<file path="src/rtl/mem_bus_bridge_pkg.sv">
// Shared types and sizing helpers for the N-master memory bus bridge.
package mem_bus_bridge_pkg;

   // Bridge transaction FSM: arbitrate, run the external bus cycle, report.
   typedef enum logic [1:0] {
      ST_IDLE = 2'd0,
      ST_BUS  = 2'd1,
      ST_RESP = 2'd2
   } state_t;

   // Width of the ack timeout counter; a disabled timeout still needs one bit.
   function automatic int tmo_cnt_w(input int timeout);
      if (timeout < 1) return 1;
      return $clog2(timeout + 1);
   endfunction

   // Width of a master index; a single master still needs one bit.
   function automatic int idx_w(input int n);
      if (n < 2) return 1;
      return $clog2(n);
   endfunction

endpackage

</file>
<file path="src/rtl/mem_bus_bridge_rr_arbiter.sv">
// Combinational round-robin pick: first requester at or after ptr, wrapping.
module rr_arbiter
   import mem_bus_bridge_pkg::*;
#(
   parameter int N  = 2,
   parameter int IW = idx_w(N)
) (
   input  logic [N-1:0]  req,
   input  logic [IW-1:0] ptr,
   output logic [IW-1:0] grant,
   output logic          valid
);

   logic [IW-1:0] idx;

   // Scan the request vector starting at the pointer and keep the first hit.
   always_comb begin
      grant = '0;
      valid = 1'b0;
      idx   = '0;
      for (int k = 0; k < N; k++) begin
         idx = IW'((int'(ptr) + k) % N);
         if (!valid && req[idx]) begin
            valid = 1'b1;
            grant = idx;
         end
      end
   end

endmodule

</file>
<file path="src/rtl/mem_bus_bridge.sv">
// N-master ready/valid to sel/ack memory bus bridge with round-robin
// arbitration and an ack timeout that completes the transaction with a fault.
// Handshake: a master holds read/write (plus address/mask/data) stable until
// it sees its one-cycle m_ready_o pulse and drops the request on that edge;
// externally sel_o stays high with stable fields until ack_i is sampled high.
module mem_bus_bridge
   import mem_bus_bridge_pkg::*;
#(
   parameter int N_MASTERS = 2,
   parameter int ADDR_W    = 32,
   parameter int DATA_W    = 32,
   parameter int TIMEOUT   = 255
) (
   input  logic                          clk,
   input  logic                          reset_i,
   input  logic [N_MASTERS*ADDR_W-1:0]   m_addr_i,
   input  logic [N_MASTERS-1:0]          m_read_i,
   input  logic [N_MASTERS-1:0]          m_write_i,
   input  logic [N_MASTERS*DATA_W/8-1:0] m_wr_mask_i,
   input  logic [N_MASTERS*DATA_W-1:0]   m_wdata_i,
   output logic [DATA_W-1:0]             m_rdata_o,
   output logic [N_MASTERS-1:0]          m_ready_o,
   output logic [N_MASTERS-1:0]          m_fault_o,
   output logic                          sel_o,
   output logic [ADDR_W-1:0]             addr_o,
   output logic                          we_o,
   output logic [DATA_W/8-1:0]           wr_mask_o,
   output logic [DATA_W-1:0]             data_out_o,
   input  logic [DATA_W-1:0]             data_in_i,
   input  logic                          ack_i,
   output logic [1:0]                    state_dbg_o
);

   localparam int IW = idx_w(N_MASTERS);
   localparam int CW = tmo_cnt_w(TIMEOUT);
   localparam int MW = DATA_W / 8;
   localparam logic [CW-1:0] TMO_LAST = (TIMEOUT > 0) ? CW'(TIMEOUT - 1) : '0;
   localparam logic [IW-1:0] LAST_IDX = IW'(N_MASTERS - 1);

   state_t              state;
   state_t              state_next;
   logic [N_MASTERS-1:0] req;
   logic [IW-1:0]       arb_idx;
   logic                arb_valid;
   logic [IW-1:0]       grant;
   logic [IW-1:0]       rr_ptr;
   logic [CW-1:0]       tmo_cnt;
   logic                tmo_hit;

   assign req         = m_read_i | m_write_i;
   assign state_dbg_o = state;
   // The timeout fires on the last of TIMEOUT sel_o cycles; ack_i wins that cycle.
   assign tmo_hit     = (TIMEOUT != 0) && (tmo_cnt == TMO_LAST);

   rr_arbiter #(
      .N  (N_MASTERS),
      .IW (IW)
   ) u_arb (
      .req   (req),
      .ptr   (rr_ptr),
      .grant (arb_idx),
      .valid (arb_valid)
   );

   // State register.
   always_ff @(posedge clk or negedge reset_i) begin
      if (!reset_i) state <= ST_IDLE;
      else          state <= state_next;
   end

   // Next-state: one IDLE cycle to arbitrate, BUS until ack or timeout, one RESP cycle.
   always_comb begin
      state_next = state;
      unique case (state)
         ST_IDLE: if (arb_valid)         state_next = ST_BUS;
         ST_BUS:  if (ack_i || tmo_hit)  state_next = ST_RESP;
         ST_RESP:                        state_next = ST_IDLE;
         default:                        state_next = ST_IDLE;
      endcase
   end

   // Registered datapath: latch the winner's request, drive the bus, pulse the response.
   always_ff @(posedge clk or negedge reset_i) begin
      if (!reset_i) begin
         grant      <= '0;
         rr_ptr     <= '0;
         tmo_cnt    <= '0;
         sel_o      <= 1'b0;
         we_o       <= 1'b0;
         addr_o     <= '0;
         wr_mask_o  <= '0;
         data_out_o <= '0;
         m_rdata_o  <= '0;
         m_ready_o  <= '0;
         m_fault_o  <= '0;
      end else begin
         m_ready_o <= '0;
         m_fault_o <= '0;
         unique case (state)
            ST_IDLE: begin
               if (arb_valid) begin
                  grant      <= arb_idx;
                  sel_o      <= 1'b1;
                  we_o       <= m_write_i[arb_idx];
                  addr_o     <= m_addr_i[int'(arb_idx)*ADDR_W +: ADDR_W];
                  wr_mask_o  <= m_wr_mask_i[int'(arb_idx)*MW +: MW];
                  data_out_o <= m_wdata_i[int'(arb_idx)*DATA_W +: DATA_W];
                  tmo_cnt    <= '0;
               end
            end
            ST_BUS: begin
               if (ack_i) begin
                  sel_o            <= 1'b0;
                  m_rdata_o        <= data_in_i;
                  m_ready_o[grant] <= 1'b1;
               end else if (tmo_hit) begin
                  sel_o            <= 1'b0;
                  m_rdata_o        <= '0;
                  m_ready_o[grant] <= 1'b1;
                  m_fault_o[grant] <= 1'b1;
               end else if (tmo_cnt != {CW{1'b1}}) begin
                  tmo_cnt <= tmo_cnt + CW'(1);
               end
            end
            ST_RESP: begin
               rr_ptr <= (grant == LAST_IDX) ? '0 : grant + IW'(1);
            end
            default: ;
         endcase
      end
   end

endmodule

</file>
<file path="config.mk">
export PLATFORM = sky130hd
export DESIGN_NAME = mem_bus_bridge
export DESIGN_NICKNAME = d
export VERILOG_FILES = /design/src/rtl/mem_bus_bridge_pkg.sv /design/src/rtl/mem_bus_bridge_rr_arbiter.sv /design/src/rtl/mem_bus_bridge.sv
export SDC_FILE = /design/constraint.sdc
export NUM_CORES = 1
export LEC_CHECK = 0
export CELL_PAD_IN_SITES_DETAIL_PLACEMENT = 2
export CELL_PAD_IN_SITES_GLOBAL_PLACEMENT = 2
export CORE_MARGIN = 2
export CORE_UTILIZATION = 23
export CTS_CLUSTER_DIAMETER = 60
export DETAILED_ROUTE_END_ITERATION = 12
export GPL_TIMING_DRIVEN = 1
export MAX_ROUTING_LAYER = met4
export PLACE_DENSITY = 0.9
export SETUP_SLACK_MARGIN = 0.3
export SYNTH_ARGS = -nofsm -noshare
export SYNTH_HDL_FRONTEND = slang
export SYNTH_HIERARCHICAL = 1
export SYNTH_SLANG_ARGS = --single-unit
</file>
<file path="constraint.sdc">
create_clock -name clk -period 2.1 [get_ports clk]
set_input_delay 0.42 -clock clk [delete_from_list [all_inputs] [get_ports clk]]
set_output_delay 0.42 -clock clk [all_outputs]
set_load 0.1 [all_outputs]
</file>
==> flow_summary_export.csv, run 1 <==
group,metric,value,unit
timing,period_needed,1.78,ns
die,dieArea,23700,um2
timing,fmax,0.563,GHz
die,start_util,0.236,
detailed_routing,drt-initial-drc-count,133,
timing,tightestPinTransition,0.778,ns
die,die_h,154,um
detailed_routing,drc_errors,0,
die,die_x,154,um
global_route,grt_use_total,0.180,
finish,area_delta_synth_final,80.0,%
finish,multiInputGateArea,2210,um2
placed_design,gp_congestion,0.770,
timing,setup_viol,0,
worst_setup_path,crit_fanout,21,
finish,fin_cells,1063,
clock_tree,cts.sinks,118,
synth,synth_enable_flop_cells,0,
timing,skew,0.00811,ns
global_route,grt_max_degree,114,
synth,postSynthAreaPerCell,11.2,um2
timing,drv_slew,0,
global_route,grt_pass1_wl,31.8,mm
clock_tree,ctsLongestPathBuffers,2,
clock_tree,htreeDepth,4,
job,drv_cap,0,
worst_setup_path,critPathRequiredTime,2.39,ns
synth,yosysUniqueCellTypes,38,
placed_design,io_buffers,282,
placed_design,placed_cells,1015,
finish,drive_gt1_frac,0.305,
global_route,grt_pass1_vias,5546,
min_path,min_path_type,"in2async",
global_route,antenna_found_initial,0,
timing,hold_viol,0,
die,coreArea,22000,um2
placed_design,hpwlAfterDp,14.9,mm
global_route,grt_overflow,0,
worst_setup_path,arrival,2.07,ns
finish,post-route-util,0.424,
timing,hold_ws,0.362,ns
worst_setup_path,crit_type,"in2reg",
finish,final_nets,947,
worst_setup_path,worst_setup_path_end_kind,"flip-flop",
worst_setup_path,cp-start-kind,"input port",
global_route,grt-busiest-layer,"met2",
detailed_routing,drt-total-wl,22.7,mm
detailed_routing,via_per_inst,4.70,
timing,grt_setup_unrepaired,"yes",
synth,ys_async_sr_fraction,1.00,
global_route,use_met1,0.197,
die,ios,283,
timing,finalCritPeriodShare,0.846,
clock_tree,clk_pin_slew,0.06,ns
synth,ys_seq_area_frac,0.571,
global_route,use_met2,0.317,
detailed_routing,final_antenna_net_count,0,
die,rows,54,
clock_tree,cts_tree,"done",
synth,ys_warn_count,6,
finish,diodes,0,
clock_tree,clock-root-buffer,"clkbuf_16",
clock_tree,cts_buffers,17,
synth,netlist_area,5170,um2
detailed_routing,first_pass_iters,4,
detailed_routing,dr_total_vias,5001,
global_route,met3_usage,0.0406,
synth,syn_nets,640,
synth,synthFlopType,"dfrtp_1",
run_status,outcome,"complete, no violations",
detailed_routing,wl_per_cell,21.4,um
synth,ys_seq_elements,118,
clock_tree,clkLatencyLatePin,0.42,ns
synth,netlist_instances,463,
timing,max_slew_margin,0.481,
finish,fillers,2248,
finish,final-seq-area,2960,um2
==> final cells by class <==
type                            instances  area share
Inverter                                9     0.00363
Clock inverter                         15      0.0230
Clock buffer                           17      0.0457
Multi-Input combinational cell        304       0.237
Tap cell                              280      0.0376
Timing Repair Buffer                  320       0.335
Sequential cell                       118       0.318
==> what timing repair did <==
action,4_1_cts,5_1_grt
setup buffers,0,6
gates resized for setup,4,63
hold buffers,1,0
pin swaps,0,1
hold endpoints to repair,5,0
endpoints found under the setup margin,14,62
gates cloned,1,8
==> cell usage after synthesis (2+ instances only) <==
cell | instances | share of area
dfrtp_1 | 118 | 0.57
nor2_1 | 76 | 0.055
a21oi_1 | 72 | 0.070
mux2i_1 | 72 | 0.14
a22o_1 | 32 | 0.054
buf_2 | 20 | 0.019
inv_1 | 9 | 0.0065
o21ai_0 | 9 | 0.0087
clkbuf_1 | 7 | 0.0051
nand2_1 | 7 | 0.0051
nand3_1 | 4 | 0.0039
buf_6 | 3 | 0.0065
a21o_1 | 2 | 0.0029
and2_1 | 2 | 0.0024
and3_1 | 2 | 0.0024
ha_1 | 2 | 0.0048
nor3b_1 | 2 | 0.0029
o211ai_1 | 2 | 0.0029
o31ai_1 | 2 | 0.0029
or2_2 | 2 | 0.0024
==> critical path, stage by stage <==
cell,delay [ns]
clkdlybuf4s50_1,0.42
or2_2,0.29
or2_1,0.25
nor3b_4,0.17
buf_6,0.15
buf_16,0.17
nor2_2,0.12
a21oi_1,0.07
==> state kept, by name, indices dropped and copies added (netlist names), 2 cells and up <==
| name | flops |
|---|---|
| data_out_o | 32 |
| m_ready_o | 2 |
| state_dbg_o | 2 |
| wr_mask_o | 4 |
| tmo_cnt | 8 |
| m_fault_o | 2 |
| addr_o | 32 |
| m_rdata_o | 32 |
==> cell families after synthesis <==
group                      count (synthesis)  share of synthesized area
AOI/OAI and AO/OA                        126                      0.154
DFF                                      118                      0.571
and+or+nand+nor                          104                     0.0914
muxes                                     72                      0.139
buffers and inverters                     41                     0.0399
adders and majority gates                  2                    0.00484
==> metal layers <==
layer | up-vias | wire length [um]
met5 | - | 0
met4 | 0 | 531
met3 | 40 | 997
met2 | 177 | 12300
met1 | 2531 | 8890
li1 | 2253 | -
==> worst paths after layout <==
kind | endpoint | slack, ns | cells after the start | start
max | addr_o[25] | 0.32 | 8 | m_read_i[1]
min | m_rdata_o[6] | 0.36 | 2 | reset_i
max reg2reg | tmo_cnt[7] | 0.33 | 7 | tmo_cnt[0]
min reg2reg | sel_o | 0.49 | 1 | sel_o
max in group asynchronous | state_dbg_o[0] | 0.76 | 3 | reset_i
min in group clk | we_o | 0.40 | 3 | m_write_i[1]
==> metrics by stage <==
step / cell area, um2 / setup slack [ns] / TNS, ns
global placement: 8170 / -0.0744 / -2.97
finish: 9310 / 0.324 / 0
CTS: 8860 / 0.260 / 0
global route: 9310 / 0.268 / 0
floorplan: 5170 / 0.310 / 0
detailed placement: 8170 / -0.187 / -6.81
==> placed cells by master, fill, tap and decap left out, drive strengths merged, types with 2 or more instances in the layout <==
master / count
and2: 2
inv: 17
o31ai: 2
clkbuf: 23
o21ai: 10
o211ai: 2
ha: 2
a21oi: 72
or2: 3
a22o: 32
nor3b: 2
a21o: 2
nand3: 4
and3: 2
mux2i: 72
clkdlybuf4s50: 172
bufinv: 4
clkinvlp: 2
buf: 140
nor2: 76
nand2: 7
dfrtp: 118
Power of run 1 is left out: the tool's default activity adds up to more than one toggle a clock period on the data nets, which glitch-free logic cannot reach.
==> run 2: changes to the inputs <==
Clock period 2.1 ns to 1.75 ns, I/O delays scaled along.
==> flow_summary_export.csv, run 2 (synthesized netlist as in run 1, its figures left out) <==
group,metric,value,unit
timing,max_slew_margin,0.496,
die,ios,283,
clock_tree,clkLatencyLatePin,0.42,ns
global_route,use_met2,0.418,
global_route,antenna_found_initial,0,
global_route,grt_pass1_wl,38.4,mm
worst_setup_path,crit_type,"in2reg",
run_status,outcome,"complete, no violations",
finish,biggestRegsByFlops,"addr_o x32, data_out_o x32, m_rdata_o x32",
worst_setup_path,path_buf_inv,6,
finish,post-route-util,0.574,
detailed_routing,first_pass_iters,4,
placed_design,hpwlAfterDp,16.3,mm
worst_setup_path,path_delay_family,"buffers and inverters",
global_route,grt_max_degree,68,
timing,fmax,0.604,GHz
die,start_util,0.236,
worst_setup_path,arrival,1.94,ns
timing,hold_ws,0.239,ns
job,drv_cap,0,
worst_setup_path,cp-start-kind,"input port",
timing,setup_viol,0,
timing,finalCritPeriodShare,0.945,
clock_tree,ctsLongestPathBuffers,2,
min_path,min_path_type,"in2reg",
worst_setup_path,critPathRequiredTime,2.03,ns
clock_tree,clock-root-buffer,"clkbuf_16",
worst_setup_path,slowest_stage,"mux2i_4",
clock_tree,cts.sinks,118,
finish,final_common_cell,"clkdlybuf4s50_1",
die,coreArea,22000,um2
die,die_x,154,um
die,rows,54,
global_route,grt_pass1_vias,6173,
global_route,grt-busiest-layer,"met2",
placed_design,gp_congestion,0.748,
global_route,grt_use_total,0.224,
clock_tree,clk_pin_slew,0.06,ns
die,die_h,154,um
detailed_routing,final_antenna_net_count,0,
detailed_routing,drt-total-wl,30.1,mm
worst_setup_path,crit_chain,"buf_6 > or2_4 > buf_12 > a21boi_4 > buf_12 > buf_12 > buf_12 > buf_16 > mux2i_4 > a21oi_2",
timing,hold_viol,0,
timing,drv_slew,0,
clock_tree,cts_buffers,17,
placed_design,io_buffers,282,
timing,grt_setup_unrepaired,"yes",
die,dieArea,23700,um2
worst_setup_path,crit_fanout,8,
finish,layout_common_cells,"clkdlybuf4s50_1, buf_12, dfrtp_1",
global_route,grt_overflow,0,
finish,diodes,0,
finish,area_delta_synth_final,144,%
finish,final_nets,999,
detailed_routing,wl_per_cell,27.0,um
global_route,met3_usage,0.0651,
detailed_routing,dr_total_vias,5414,
worst_setup_path,worst_setup_path_end_kind,"flip-flop",
timing,tightestPinTransition,0.756,ns
clock_tree,cts_tree,"done",
worst_setup_path,crit_path_frequent_cell,"buf_12",
timing,skew,0.0125,ns
timing,period_needed,1.65,ns
finish,drive_gt1_frac,0.502,
worst_setup_path,max_stage_delay,0.29,ns
finish,fillers,1876,
detailed_routing,drt-initial-drc-count,162,
detailed_routing,via_per_inst,4.86,
detailed_routing,drc_errors,0,
global_route,use_met1,0.227,
clock_tree,htreeDepth,4,
-- run 2: cell type report --
cell class                 instances  area [um2]  share of cell area
tap                              280         350              0.0278
clock buffer                      18         439              0.0348
timing repair buffer             372        5420               0.430
multi-input combinational        304        3200               0.254
inverter                           9        33.8             0.00268
sequential                       118        2970               0.236
clock inverter                    14         188              0.0149
-- run 2: per-layer routing --
metal | up-vias | wire, um
met5 | - | 0
met4 | 0 | 807
met3 | 42 | 1750
met2 | 229 | 16800
met1 | 2775 | 10800
li1 | 2368 | -
-- run 2: path summary, 6_finish.rpt --
path                                start              to  slack, ns  depth (start not counted)
min reg2reg                         grant    m_fault_o[0]       0.52                          1
max in group asynchronous         reset_i  data_out_o[21]       0.50                          3
max                          m_write_i[0]   data_out_o[8]        0.1                         10
min in group asynchronous         reset_i   data_out_o[2]       0.55                          3
max reg2reg                state_dbg_o[1]      addr_o[29]        0.1                          7
min                          m_write_i[0]            we_o       0.24                          3
-- run 2: per-stage QoR --
stage	worst slack (ns)	std cells	area (um2)	setup TNS [ns]
after floorplan	0.107	463	5600	0
after global placement	-0.416	1017	9800	-28.83
after detailed placement	-0.554	1017	9800	-34.72
after CTS	0.163	1082	11500	0
after global routing	0.0589	1115	12600	0
final	0.0955	1115	12600	0
-- run 2: worst min-delay path, cell delays in order --
cell and delay, ns:
buf_6 0.08, mux2i_4 0.05, a21oi_2 0.12
-- run 2: timing repair --
action	4_1_cts	5_1_grt
setup buffers	21	15
gates cloned	11	18
pin swaps	36	26
resized for setup	129	118
hold endpoints to repair	67	0
hold buffers	1	0
endpoints found under the setup margin	118	116
Power of run 2 is left out for the same reason.
==> run 3: changes to the inputs <==
Settings changed: GPL_TIMING_DRIVEN 1 to unset.
Clock period 1.75 ns to 1.6 ns, I/O delays scaled along.
==> flow_summary_export.csv, run 3 (synthesized netlist as in run 1, its figures left out) <==
group,metric,value,unit
timing,hold_viol,0,
worst_setup_path,critPathRequiredTime,1.91,ns
clock_tree,cts.sinks,118,
detailed_routing,dr_total_vias,6879,
detailed_routing,final_antenna_net_count,0,
detailed_routing,first_pass_iters,5,
placed_design,gp_congestion,0.791,
min_path,min_path_type,"in2reg",
finish,final_nets,1131,
timing,drv_slew,0,
clock_tree,cts_buffers,17,
global_route,grt_overflow,0,
clock_tree,clock-root-buffer,"clkbuf_16",
die,ios,283,
worst_setup_path,path_buf_inv,2,
detailed_routing,drc_errors,0,
placed_design,io_buffers,282,
global_route,use_met2,0.576,
timing,layout_setup_ws,-0.463,ns
clock_tree,cts_tree,"done",
timing,period_needed,2.06,ns
finish,drive_gt1_frac,0.629,
global_route,grt_max_degree,50,
worst_setup_path,crit_fanout,3,
clock_tree,htreeDepth,4,
finish,biggestRegsByFlops,"addr_o x32, data_out_o x32, m_rdata_o x32",
detailed_routing,drt-total-wl,50.7,mm
job,drv_cap,0,
die,die_x,154,um
timing,skew,0.0252,ns
global_route,grt_pass1_wl,49.5,mm
global_route,antenna_found_initial,3,
detailed_routing,via_per_inst,5.49,
clock_tree,clkLatencyLatePin,0.45,ns
worst_setup_path,crit_type,"reg2reg",
global_route,use_met1,0.283,
placed_design,hpwlAfterDp,17.4,mm
finish,final_common_cell,"clkdlybuf4s50_1",
detailed_routing,wl_per_cell,40.5,um
die,dieArea,23700,um2
clock_tree,ctsLongestPathBuffers,2,
worst_setup_path,slowest_stage,"dfrtp_1",
finish,layout_common_cells,"clkdlybuf4s50_1, buf_4, buf_12",
timing,max_slew_margin,0.625,
timing,grt_setup_unrepaired,"yes",
timing,tightestPinTransition,0.547,ns
timing,setup_viol,117,
run_status,outcome,"finished with violations",
clock_tree,clk_pin_slew,0.07,ns
global_route,grt_use_total,0.297,
worst_setup_path,crit_chain,"inv_1 > ha_2 > o211ai_1 > buf_4 > o2111ai_4 > mux2i_1 > o21ai_1",
die,start_util,0.236,
timing,fmax,0.485,GHz
die,rows,54,
worst_setup_path,arrival,2.37,ns
die,coreArea,22000,um2
global_route,grt_pass1_vias,7062,
worst_setup_path,path_delay_family,"compound AO/OA/AOI/OAI gates",
finish,area_delta_synth_final,166,%
run_status,violations,"setup timing",
worst_setup_path,cp-start-kind,"flip-flop",
global_route,grt-busiest-layer,"met2",
finish,fin_cells,1253,
worst_setup_path,max_stage_delay,0.49,ns
placed_design,dpl_worst_slack,-0.996,ns
worst_setup_path,worst_setup_path_end_kind,"flip-flop",
die,die_h,154,um
timing,finalCritPeriodShare,1.29,
detailed_routing,drt-initial-drc-count,345,
global_route,met3_usage,0.0620,
placed_design,placed_cells,1034,
[run 3: cell count changes in the layout (fill, tap and decap cells not counted), sizes merged]
cell | previous run | this run
clkbuf | 35 | 22
bufinv | 3 | 1
buf | 185 | 331
diode | 0 | 6
clkinv | 3 | 7
inv | 16 | 11
clkinvlp | 1 | 3
[run 3: layout make-up]
cell class | instances | area [um2]
fill | 1846 | 8200
antenna | 6 | 15.0
clock inverter | 13 | 124
timing repair buffer | 504 | 6520
clock buffer | 19 | 453
multi-input combinational | 304 | 3240
inverter | 9 | 33.8
tap | 280 | 350
sequential | 118 | 3020
[run 3: stage by stage]
stage	cell area (um2)	utilization	setup TNS [ns]	hold WS (ns)
final	13800	0.626	-15.88	0.263
after global routing	13800	0.626	-16.91	0.278
after CTS	12900	0.587	-0.0473	0.235
after detailed placement	9900	0.451	-70.49	0.261
after global placement	9900	0.451	-64.33	0.250
after floorplan	5510	-	-1.55	0.0244
[run 3: worst register-to-register path, stage by stage (launching register included)]
cell and delay [ns]:
dfrtp_1 0.49, inv_1 0.10, ha_2 0.21, o211ai_1 0.32, buf_4 0.23, o2111ai_4 0.14, mux2i_1 0.30, o21ai_1 0.14
[run 3: layer usage]
metal	up-vias	share of wire
li1	2635	-
met1	3552	0.32
met2	450	0.54
met3	242	0.054
met5	-	0
met4	0	0.093
[run 3: worst paths after layout]
kind / depth (start not counted) / endpoint / slack, ns / from
setup reg to reg: 7 / tmo_cnt[7] / -0.46 / tmo_cnt[0]
max in group asynchronous: 3 / wr_mask_o[0] / 0.56 / reset_i
setup / recovery: 7 / tmo_cnt[7] / -0.46 / tmo_cnt[0]
min in group asynchronous: 2 / state_dbg_o[0] / 0.36 / reset_i
hold / removal: 3 / we_o / 0.26 / m_write_i[0]
hold reg to reg: 1 / m_rdata_o[30] / 0.59 / m_rdata_o[30]
[run 3: what timing repair did]
item                                    CTS  global route
endpoints found under the hold margin    21             0
pin swaps                                43            48
cloned                                   21             3
gates resized for setup                 301            73
endpoints found under the setup margin  225           225
setup buffers                            93            63
hold buffers                              1             0
Power of run 3 is left out for the same reason.
